--- src/rtl/snn_pkg.sv ---
// snn_pkg: shared types and saturation helpers for the membrane integrator.
// Holds the FSM state enum, the membrane word typedef and the min/max
// helpers that the saturating arithmetic is built on.
package snn_pkg;

  typedef enum logic [1:0] {
    ST_IDLE      = 2'd0,
    ST_INTEGRATE = 2'd1,
    ST_UPDATE    = 2'd2,
    ST_DONE      = 2'd3
  } state_e;

  localparam int MEMBRANE_WIDTH = 16;

  typedef logic signed [MEMBRANE_WIDTH-1:0] membrane_t;

  // Largest representable two's-complement value of the given width.
  function automatic logic signed [63:0] sat_max(input int width);
    return (64'sd1 <<< (width - 1)) - 64'sd1;
  endfunction

  // Smallest representable two's-complement value of the given width.
  function automatic logic signed [63:0] sat_min(input int width);
    return -(64'sd1 <<< (width - 1));
  endfunction

endpackage

--- src/rtl/membrane_integrator_if.sv ---
// membrane_integrator_if: input-beat bus carrying weighted partial sums
// into the membrane integrator.
//
// Handshake: a beat transfers on a rising clk edge where in_valid and
// in_ready are both high. in_ready depends only on the receiver's state,
// never on in_valid. While in_valid is high and the beat is not yet taken,
// the master holds in_current and in_last stable. in_last marks the final
// beat of a timestep.
interface membrane_integrator_if #(
  parameter int DATA_WIDTH = 16
);

  logic                         in_valid;
  logic                         in_ready;
  logic signed [DATA_WIDTH-1:0] in_current;
  logic                         in_last;

  modport master (
    output in_valid,
    output in_current,
    output in_last,
    input  in_ready
  );

  modport slave (
    input  in_valid,
    input  in_current,
    input  in_last,
    output in_ready
  );

endinterface

--- src/rtl/sat_add.sv ---
// sat_add: DATA_WIDTH signed adder that clamps to the representable range
// instead of wrapping. The sum is formed one bit wider and the two top bits
// reveal overflow direction.
module sat_add
  import snn_pkg::*;
#(
  parameter int DATA_WIDTH = 16
) (
  input  logic signed [DATA_WIDTH-1:0] a,
  input  logic signed [DATA_WIDTH-1:0] b,
  output logic signed [DATA_WIDTH-1:0] y
);

  localparam logic signed [DATA_WIDTH-1:0] MAX_V = DATA_WIDTH'(sat_max(DATA_WIDTH));
  localparam logic signed [DATA_WIDTH-1:0] MIN_V = DATA_WIDTH'(sat_min(DATA_WIDTH));

  logic signed [DATA_WIDTH:0] sum;

  // Widened add, then clamp when the top two bits disagree.
  always_comb begin
    sum = {a[DATA_WIDTH-1], a} + {b[DATA_WIDTH-1], b};
    if (sum[DATA_WIDTH] != sum[DATA_WIDTH-1]) begin
      y = sum[DATA_WIDTH] ? MIN_V : MAX_V;
    end else begin
      y = sum[DATA_WIDTH-1:0];
    end
  end

endmodule

--- src/rtl/membrane_integrator.sv ---
// membrane_integrator: leaky/non-leaky integrate-and-fire membrane stage.
// Accumulates input beats per timestep, then in a one-cycle UPDATE folds the
// accumulated current into the membrane potential, publishes it, and applies
// reset-by-subtraction when the threshold is reached.
// Optional build macro: MEMBRANE_LEAK_EN enables the leak term V >>> LEAK_SHIFT;
// without it the neuron is a pure integrate-and-fire.
module membrane_integrator
  import snn_pkg::*;
#(
  parameter int DATA_WIDTH    = 16,
  parameter int NUM_TIMESTEPS = 8,
  parameter int LEAK_SHIFT    = 4
) (
  input  logic                               clk,
  input  logic                               rst,
  input  logic                               start,
  membrane_integrator_if.slave               in_bus,
  input  logic signed [DATA_WIDTH-1:0]       threshold,
  output logic signed [DATA_WIDTH-1:0]       membrane_potential,
  output logic                               potential_valid,
  output logic                               reset_accumulated_spikes,
  output logic [$clog2(NUM_TIMESTEPS)-1:0]   timestep,
  output logic                               busy,
  output logic                               done,
  output state_e                             state_dbg
);

  localparam int TS_W = $clog2(NUM_TIMESTEPS);
  localparam logic [TS_W-1:0] TS_LAST = TS_W'(NUM_TIMESTEPS - 1);
  localparam logic signed [DATA_WIDTH-1:0] MAX_V = DATA_WIDTH'(sat_max(DATA_WIDTH));
  localparam logic signed [DATA_WIDTH-1:0] MIN_V = DATA_WIDTH'(sat_min(DATA_WIDTH));

  // Reject parameter sets the datapath cannot represent.
  if (NUM_TIMESTEPS < 2 || LEAK_SHIFT < 0 || LEAK_SHIFT >= DATA_WIDTH) begin : g_cfg_check
    $error("membrane_integrator: unsupported parameter set");
  end

  state_e                       state_q, state_d;
  logic signed [DATA_WIDTH-1:0] acc_q, acc_d;
  logic signed [DATA_WIDTH-1:0] v_q, v_d;
  logic [TS_W-1:0]              ts_q, ts_d;
  logic signed [DATA_WIDTH-1:0] mp_q, mp_d;
  logic                         pv_q, pv_d;
  logic                         rsp_q, rsp_d;

  logic                         xfer;
  logic signed [DATA_WIDTH-1:0] acc_sum;
  logic signed [DATA_WIDTH-1:0] leak;
  logic signed [DATA_WIDTH-1:0] v_after_leak;
  logic signed [DATA_WIDTH-1:0] v_new;
  logic signed [DATA_WIDTH:0]   fire_diff;
  logic signed [DATA_WIDTH-1:0] v_fired;
  logic                         fire;

  assign in_bus.in_ready = (state_q == ST_INTEGRATE);
  assign xfer            = in_bus.in_valid && in_bus.in_ready;

  // Running sum of this timestep's beats.
  sat_add #(.DATA_WIDTH(DATA_WIDTH)) u_acc_add (
    .a (acc_q),
    .b (in_bus.in_current),
    .y (acc_sum)
  );

  // New potential: leaked V plus the completed timestep's current.
  sat_add #(.DATA_WIDTH(DATA_WIDTH)) u_v_add (
    .a (v_after_leak),
    .b (acc_q),
    .y (v_new)
  );

  // Leak term; V - (V >>> k) keeps V's sign and shrinks it, so it cannot overflow.
  always_comb begin
`ifdef MEMBRANE_LEAK_EN
    leak = v_q >>> LEAK_SHIFT;
`else
    leak = '0;
`endif
    v_after_leak = v_q - leak;
  end

  // Firing decision and reset-by-subtraction, clamped for negative thresholds.
  always_comb begin
    fire      = (v_new >= threshold);
    fire_diff = {v_new[DATA_WIDTH-1], v_new} - {threshold[DATA_WIDTH-1], threshold};
    if (fire_diff[DATA_WIDTH] != fire_diff[DATA_WIDTH-1]) begin
      v_fired = fire_diff[DATA_WIDTH] ? MIN_V : MAX_V;
    end else begin
      v_fired = fire_diff[DATA_WIDTH-1:0];
    end
  end

  // Next-state and datapath updates for the window sequencer.
  always_comb begin
    state_d = state_q;
    acc_d   = acc_q;
    v_d     = v_q;
    ts_d    = ts_q;
    mp_d    = mp_q;
    pv_d    = 1'b0;
    rsp_d   = 1'b0;
    case (state_q)
      ST_IDLE: begin
        if (start) begin
          acc_d   = '0;
          v_d     = '0;
          ts_d    = '0;
          rsp_d   = 1'b1;
          state_d = ST_INTEGRATE;
        end
      end
      ST_INTEGRATE: begin
        if (xfer) begin
          acc_d = acc_sum;
          if (in_bus.in_last) begin
            state_d = ST_UPDATE;
          end
        end
      end
      ST_UPDATE: begin
        mp_d  = v_new;
        pv_d  = 1'b1;
        acc_d = '0;
        v_d   = fire ? v_fired : v_new;
        if (ts_q == TS_LAST) begin
          state_d = ST_DONE;
        end else begin
          ts_d    = ts_q + TS_W'(1);
          state_d = ST_INTEGRATE;
        end
      end
      ST_DONE: begin
        state_d = ST_IDLE;
      end
      default: begin
        state_d = ST_IDLE;
      end
    endcase
  end

  // State and datapath registers; reset aborts any window in progress.
  always_ff @(posedge clk or posedge rst) begin
    if (rst) begin
      state_q <= ST_IDLE;
      acc_q   <= '0;
      v_q     <= '0;
      ts_q    <= '0;
      mp_q    <= '0;
      pv_q    <= 1'b0;
      rsp_q   <= 1'b0;
    end else begin
      state_q <= state_d;
      acc_q   <= acc_d;
      v_q     <= v_d;
      ts_q    <= ts_d;
      mp_q    <= mp_d;
      pv_q    <= pv_d;
      rsp_q   <= rsp_d;
    end
  end

  assign membrane_potential       = mp_q;
  assign potential_valid          = pv_q;
  assign reset_accumulated_spikes = rsp_q;
  assign timestep                 = ts_q;
  assign busy                     = (state_q != ST_IDLE);
  assign done                     = (state_q == ST_DONE);
  assign state_dbg                = state_q;

endmodule

--- src/flat_wrapper.sv ---
// flat-port wrapper written by rule: the top's interface ports become plain ports
module membrane_integrator_flat import snn_pkg::*;
#(
  parameter int DATA_WIDTH    = 16,
  parameter int NUM_TIMESTEPS = 8,
  parameter int LEAK_SHIFT    = 4
)
  (clk, rst, start, threshold, membrane_potential, potential_valid, reset_accumulated_spikes, timestep, busy, done, state_dbg, in_bus_in_valid, in_bus_in_current, in_bus_in_last, in_bus_in_ready);
  membrane_integrator_if #(.DATA_WIDTH(DATA_WIDTH)) in_bus_i ();
  input  logic clk;
  input  logic rst;
  input  logic start;
  input  logic signed [DATA_WIDTH-1:0] threshold;
  output logic signed [DATA_WIDTH-1:0] membrane_potential;
  output logic potential_valid;
  output logic reset_accumulated_spikes;
  output logic [$clog2(NUM_TIMESTEPS)-1:0] timestep;
  output logic busy;
  output logic done;
  output state_e state_dbg;
  input wire logic [$bits(in_bus_i.in_valid)-1:0] in_bus_in_valid;
  input wire logic [$bits(in_bus_i.in_current)-1:0] in_bus_in_current;
  input wire logic [$bits(in_bus_i.in_last)-1:0] in_bus_in_last;
  output wire logic [$bits(in_bus_i.in_ready)-1:0] in_bus_in_ready;
  assign in_bus_i.in_valid = in_bus_in_valid;
  assign in_bus_i.in_current = in_bus_in_current;
  assign in_bus_i.in_last = in_bus_in_last;
  assign in_bus_in_ready = in_bus_i.in_ready;
  membrane_integrator #(.DATA_WIDTH(DATA_WIDTH), .NUM_TIMESTEPS(NUM_TIMESTEPS), .LEAK_SHIFT(LEAK_SHIFT)) u_core (.clk(clk), .rst(rst), .start(start), .in_bus(in_bus_i), .threshold(threshold), .membrane_potential(membrane_potential), .potential_valid(potential_valid), .reset_accumulated_spikes(reset_accumulated_spikes), .timestep(timestep), .busy(busy), .done(done), .state_dbg(state_dbg));
endmodule
--- config.mk ---
export PLATFORM = sky130hd
export DESIGN_NAME = membrane_integrator_flat
export DESIGN_NICKNAME = d
export VERILOG_FILES = /design/src/rtl/snn_pkg.sv /design/src/rtl/membrane_integrator_if.sv /design/src/rtl/sat_add.sv /design/src/rtl/membrane_integrator.sv /design/src/flat_wrapper.sv
export SDC_FILE = /design/constraint.sdc
export NUM_CORES = 1
export LEC_CHECK = 0
export ABC_AREA = 1
export ABC_CLOCK_PERIOD_IN_PS = 4900
export CORE_UTILIZATION = 35
export CTS_CLUSTER_DIAMETER = 120
export DETAILED_ROUTE_END_ITERATION = 7
export PLACE_DENSITY = 0.65
export SYNTH_ARGS = -nofsm -noshare
export SYNTH_HDL_FRONTEND = slang
export SYNTH_SLANG_ARGS = --single-unit
--- constraint.sdc ---
create_clock -name clk -period 4.9 [get_ports clk]
set_input_delay 1.47 -clock clk [delete_from_list [all_inputs] [get_ports clk]]
set_output_delay 1.47 -clock clk [all_outputs]
set_load 0.03 [all_outputs]
# Word-level counts from Yosys, hierarchy flattened
# Index checks and enable logic that the tools add are counted.
# classes
n_eq_ne,11
n_mux,22
n_addsub,4
order_cmp,1
reduce_logical,9
# ops
operator,count
16-bit 2-to-1 mux,9
16-bit case mux with 3 select lines,1
16-bit by 16-bit adder with 17-bit output,2
16-bit case mux with 2 select lines,1
16-bit by 16-bit subtractor with 17-bit output,1
16-bit >= comparator,1
3-bit AND reduction,3
2-bit 2-to-1 mux,4
"2-bit inequality test, second input constant",4
2-bit case mux with 4 select lines,1
3-bit 2-to-1 mux,2
3-bit case mux with 2 select lines,1
"2-bit equality test, second input constant",2
2-bit nonzero test,2
"3-bit by 1-bit adder with 3-bit output, second input constant",1
"3-bit equality test, second input constant",1
1-bit 2-to-1 mux,3
1-bit inequality test,3
3-bit nonzero test,1
"2-bit by 1-bit equality test with 1-bit output, second input constant",1
2-bit logical NOT,1
2-bit AND reduction,1
1-bit logical AND,1
# totals
ff_bits,55
output_inout_bits,26
in_bits,37

# Depth between registers and ports, before layout
# depth
ltp_word,8
ltp_mapped,32

# Modules after synthesis
# From an unflattened synthesis, not the netlist that was laid out.
# unflattened
cells_unflattened,902
hier_area_um2,5701.7
# by_module_without_submodules
mod,area_per_inst_um2,seq_area_each_um2,instances,cells_each
membrane_integrator,3657.3,1376.3,1,514
sat_add,1022.2,0.0,2,194

# Least setup slack after synthesis
# No wires, ideal clock.
# synth_path
kind,reg-to-reg
from,register u_core.acc_q[0]
to,register u_core.v_q[14]
stages_incl_launch_ff,26
setup_time_ns,0.117
arrival_ns,4.000
t_required_ns,4.783
path_buffers,1
setup_slack_ns,0.783
path_cell_list,dfrtp_1 > ha_1 > fa_1 > nand3_1 > nand2_1 > nand2_1 > nand2_2 > nand2_1 > nand3_1 > and2_4 > ha_1 > clkbuf_8 > nand2_4 > o21ai_0 > ha_1 > fa_1 > o21ai_1 > nand2_1 > nand2_1 > a21oi_1 > nand3_1 > nand3_2 > nand2_1 > nand2_1 > nand2_1 > nand2_1
# synth_via
elab_chain_cells,8
elab_cells_between_ends,11
cone_classes,add/sub (2); order compare (1); eq/ne (2); mux (6)
# synth_lines
element,line,rtl
from (decl),membrane_integrator.sv:39,"logic signed [DATA_WIDTH-1:0] acc_q, acc_d;"
from (signal assigned),membrane_integrator.sv:145,acc_q <= '0;
from (signal assigned),membrane_integrator.sv:153,acc_q <= acc_d;
16-bit by 16-bit adder with 17-bit output (*),sat_add.sv:21,"sum = {a[DATA_WIDTH-1], a} + {b[DATA_WIDTH-1], b};"
16-bit 2-to-1 mux / 1-bit inequality test (equally long branches),"sat_add.sv:23, sat_add.sv:22",
16-bit 2-to-1 mux (*),sat_add.sv:22,if (sum[DATA_WIDTH] != sum[DATA_WIDTH-1]) begin
16-bit by 16-bit subtractor with 17-bit output,membrane_integrator.sv:85,"fire_diff = {v_new[DATA_WIDTH-1], v_new} - {threshold[DATA_WIDTH-1], threshold};"
16-bit 2-to-1 mux / 1-bit inequality test (equally long branches),"membrane_integrator.sv:87, membrane_integrator.sv:86",
16-bit 2-to-1 mux,membrane_integrator.sv:86,if (fire_diff[DATA_WIDTH] != fire_diff[DATA_WIDTH-1]) begin
16-bit 2-to-1 mux (*),membrane_integrator.sv:124,v_d = fire ? v_fired : v_new;
16-bit case mux with 2 select lines (*),membrane_integrator.sv:102,case (state_q)
to (signal assigned),membrane_integrator.sv:154,v_q <= v_d;
to (decl),membrane_integrator.sv:40,"logic signed [DATA_WIDTH-1:0] v_q, v_d;"
# Mark *: on every way between the ends. The rest lies on a longest branch, timed or not.
# A chain may end at the register's enable or synchronous reset.

# Final worst setup path
# layout_path
from,register u_core.v_q[0]
to,register u_core.v_q[12]
# layout_via
elab_chain_cells,8
elab_cells_between_ends,11
cone_classes,add/sub (2); order compare (1); eq/ne (2); mux (6)
# layout_lines
element,line,rtl
16-bit by 16-bit adder with 17-bit output (*),sat_add.sv:21,
16-bit 2-to-1 mux / 1-bit inequality test (equally long branches),"sat_add.sv:23, sat_add.sv:22",
16-bit 2-to-1 mux (*),sat_add.sv:22,
named net u_core.u_v_add.y[8],sat_add.sv:11,output logic signed [DATA_WIDTH-1:0] y
16-bit by 16-bit subtractor with 17-bit output,membrane_integrator.sv:85,
16-bit 2-to-1 mux / 1-bit inequality test (equally long branches),"membrane_integrator.sv:87, membrane_integrator.sv:86",
16-bit 2-to-1 mux,membrane_integrator.sv:86,
16-bit 2-to-1 mux (*),membrane_integrator.sv:124,
16-bit case mux with 2 select lines (*),membrane_integrator.sv:102,
# The timed path passes the listed nets; every way through them passes the cells marked *.

==> results.tsv <==
metric	value	unit
status	complete, no violations	
hold_class	register to register	
clock_sinks	55	
maxCapViolCount	0	
htree_levels	2	
antenna_found_initial	0	
cp_slowest_stage_delay	0.47	ns
cp.arrival	4.66	ns
areaGrowthSynthToFinish	20.4	%
fp-row-count	43	
hold_path_depth	2	
yosysMostFrequentCell	nand2_1	
synth_area_leaders	dfrtp_1 (27%), nand2_1 (17%), ha_1 (13%)	
start_util	0.363	
multiInputGateArea	3280	um^2
synth_edf_count	0	
period_share	0.912	
slew_headroom	0.231	
ys.flop_type	dfrtp_1	
finalSetupViolCount	0	
syn_inst	754	
cp-start-kind	register	
pre_cts_slack	0.126	ns
numCtsBuffers	5	
antenna_cells	0	
wl_per_cell	12.9	um
setup_tns	0	ns
grt_max_degree	39	
netlist_area	5120	um^2
fillCellCount	1518	
final_cell_count_no_fill	1004	
endpoint_kind	register	
ctsHoldBuffers	0	
drive_above_1_share	0.0728	
antenna_left	0	
ys_ff_latch	55	
yosysSeqAreaShare	0.269	
core_area	14100	um^2
clk_pin_slew	0.08	ns
fin_ws	0.430	ns
yosys.area.top_type	dfrtp_1	
rr_worst_depth	29	
die_h	123	um
synth_top_area_frac	0.269	
die_area	15100	um^2
path_class	register to register	
regArea	1380	um^2
synth_fp_nets	846	
slowest_stage	fa_1	
wl	13000	um
io_buffers	62	
crit_required	5.09	ns
nets	915	
ios	63	
synth_area_per_cell	6.79	um^2
drt_iter0_markers	249	
firstDrtPassIters	5	
hold_viol	0	
worstMarginPinSlew	1.15	ns
grt_first_pass_wirelength	21400	um
grt_overflow_total	0	
ys_types	45	
vias_per_cell	4.95	
vias	4965	
drc	0	
synth_warnings	0	
worst_clock_skew	0.0108	ns
cts_tree	done	
max_freq	224	MHz
cts_root_buf	clkbuf_16	
synthArstFlopShare	1.00	
place_congestion	0.912	
hpwl	10600	um
grt_pass1_vias	4599	
die_x	123	um
cp_common_cell	nand2_1	
cts_buffer_depth	2	
ys_top_cells_by_count	nand2_1 (233), inv_1 (103), a21oi_1 (68)	
finalCriticalPeriod	4.47	ns
clk-insertion-delay-late	0.30	ns
drv_slew	0	
track_usage	0.179	
place_inst	996	
crit_fanout	11	
[metrics by stage]
step	instance area [um^2]	utilization	hold slack, ns
after global routing	6170	0.437	0.510
after global placement	5960	0.423	0.472
after detailed placement	5960	0.423	0.477
after CTS	6110	0.433	0.496
after floorplan	5120	-	0.455
final	6170	0.437	0.490
[cell families (layout without fill, tap and decap cells)]
kind of cell / after synthesis / after routing / share of synthesized area
XOR/XNOR: 25 / 25 / 0.0442
adder cells (fa/ha/maj): 55 / 55 / 0.139
flip-flops: 55 / 55 / 0.269
AND/OR/NAND/NOR: 352 / 352 / 0.294
buffers and inverters: 121 / 191 / 0.102
AO/OA/AOI/OAI: 146 / 146 / 0.153
[state kept, by name (all words and copies together), names as in the netlist]
name and flops:
u_core.timestep 3, u_core.potential_valid 1, u_core.state_dbg 2, u_core.v_q 16, u_core.acc_q 16, u_core.membrane_potential 16
u_core.reset_accumulated_spikes 1
[layout by cell type (no fill, tap or decap), types with 2 or more instances in the layout]
cell,n
nand3_2,2
nor3_2,2
o21ai_1,14
nand4_1,4
o21ai_0,44
fa_1,3
inv_1,101
a21oi_2,4
dfrtp_1,55
ha_1,51
o31ai_1,2
nand2_2,11
a21boi_0,2
o21bai_1,2
a31oi_1,2
nand3_1,60
clkbuf_16,5
nor3_1,3
inv_2,5
o21ai_2,2
nor2_1,27
xor2_1,15
clkdlybuf4s50_1,62
buf_4,14
nand2_1,233
nor4_1,2
xnor2_1,9
a21oi_1,66
clkinvlp_4,2
[metal layers]
metal,track usage,routed length (um)
met3,0.0212,583
met2,0.304,6090
met4,0.0309,136
met5,0,0
met1,0.247,6170
[worst max-delay path, delay by kind of cell (launching register included)]
kind	cells	cell delay, ns
AND/OR/NAND/NOR	18	1.82
flip-flops	1	0.39
AO/OA/AOI/OAI	3	0.30
buffers and inverters	4	0.46
adder cells (fa/ha/maj)	4	1.35
[final cells by class]
type                       count  area share
multi-input combinational    578       0.533
inverter                     106      0.0645
clock buffer                   5      0.0203
clock inverter                 3     0.00325
tap                          180      0.0365
sequential                    55       0.223
timing repair buffer          77       0.120
[repair_timing]
item	CTS	global route
resized for setup	0	15
endpoints found under the setup margin	0	16
setup buffers	0	0
[final timing paths]
path | end | slack, ns | from
hold reg to reg | u_core.v_q[2] | 0.49 | u_core.v_q[2]
min in group asynchronous | u_core.acc_q[15] | 1.64 | rst
max in group asynchronous | u_core.acc_q[11] | 2.48 | rst
setup / recovery | u_core.v_q[12] | 0.43 | u_core.v_q[0]
hold / removal | u_core.v_q[2] | 0.49 | u_core.v_q[2]
setup reg to reg | u_core.v_q[12] | 0.43 | u_core.v_q[0]
Power is not shown: default switching activity piles up to over one toggle a cycle in this logic, so the estimate is an artifact.
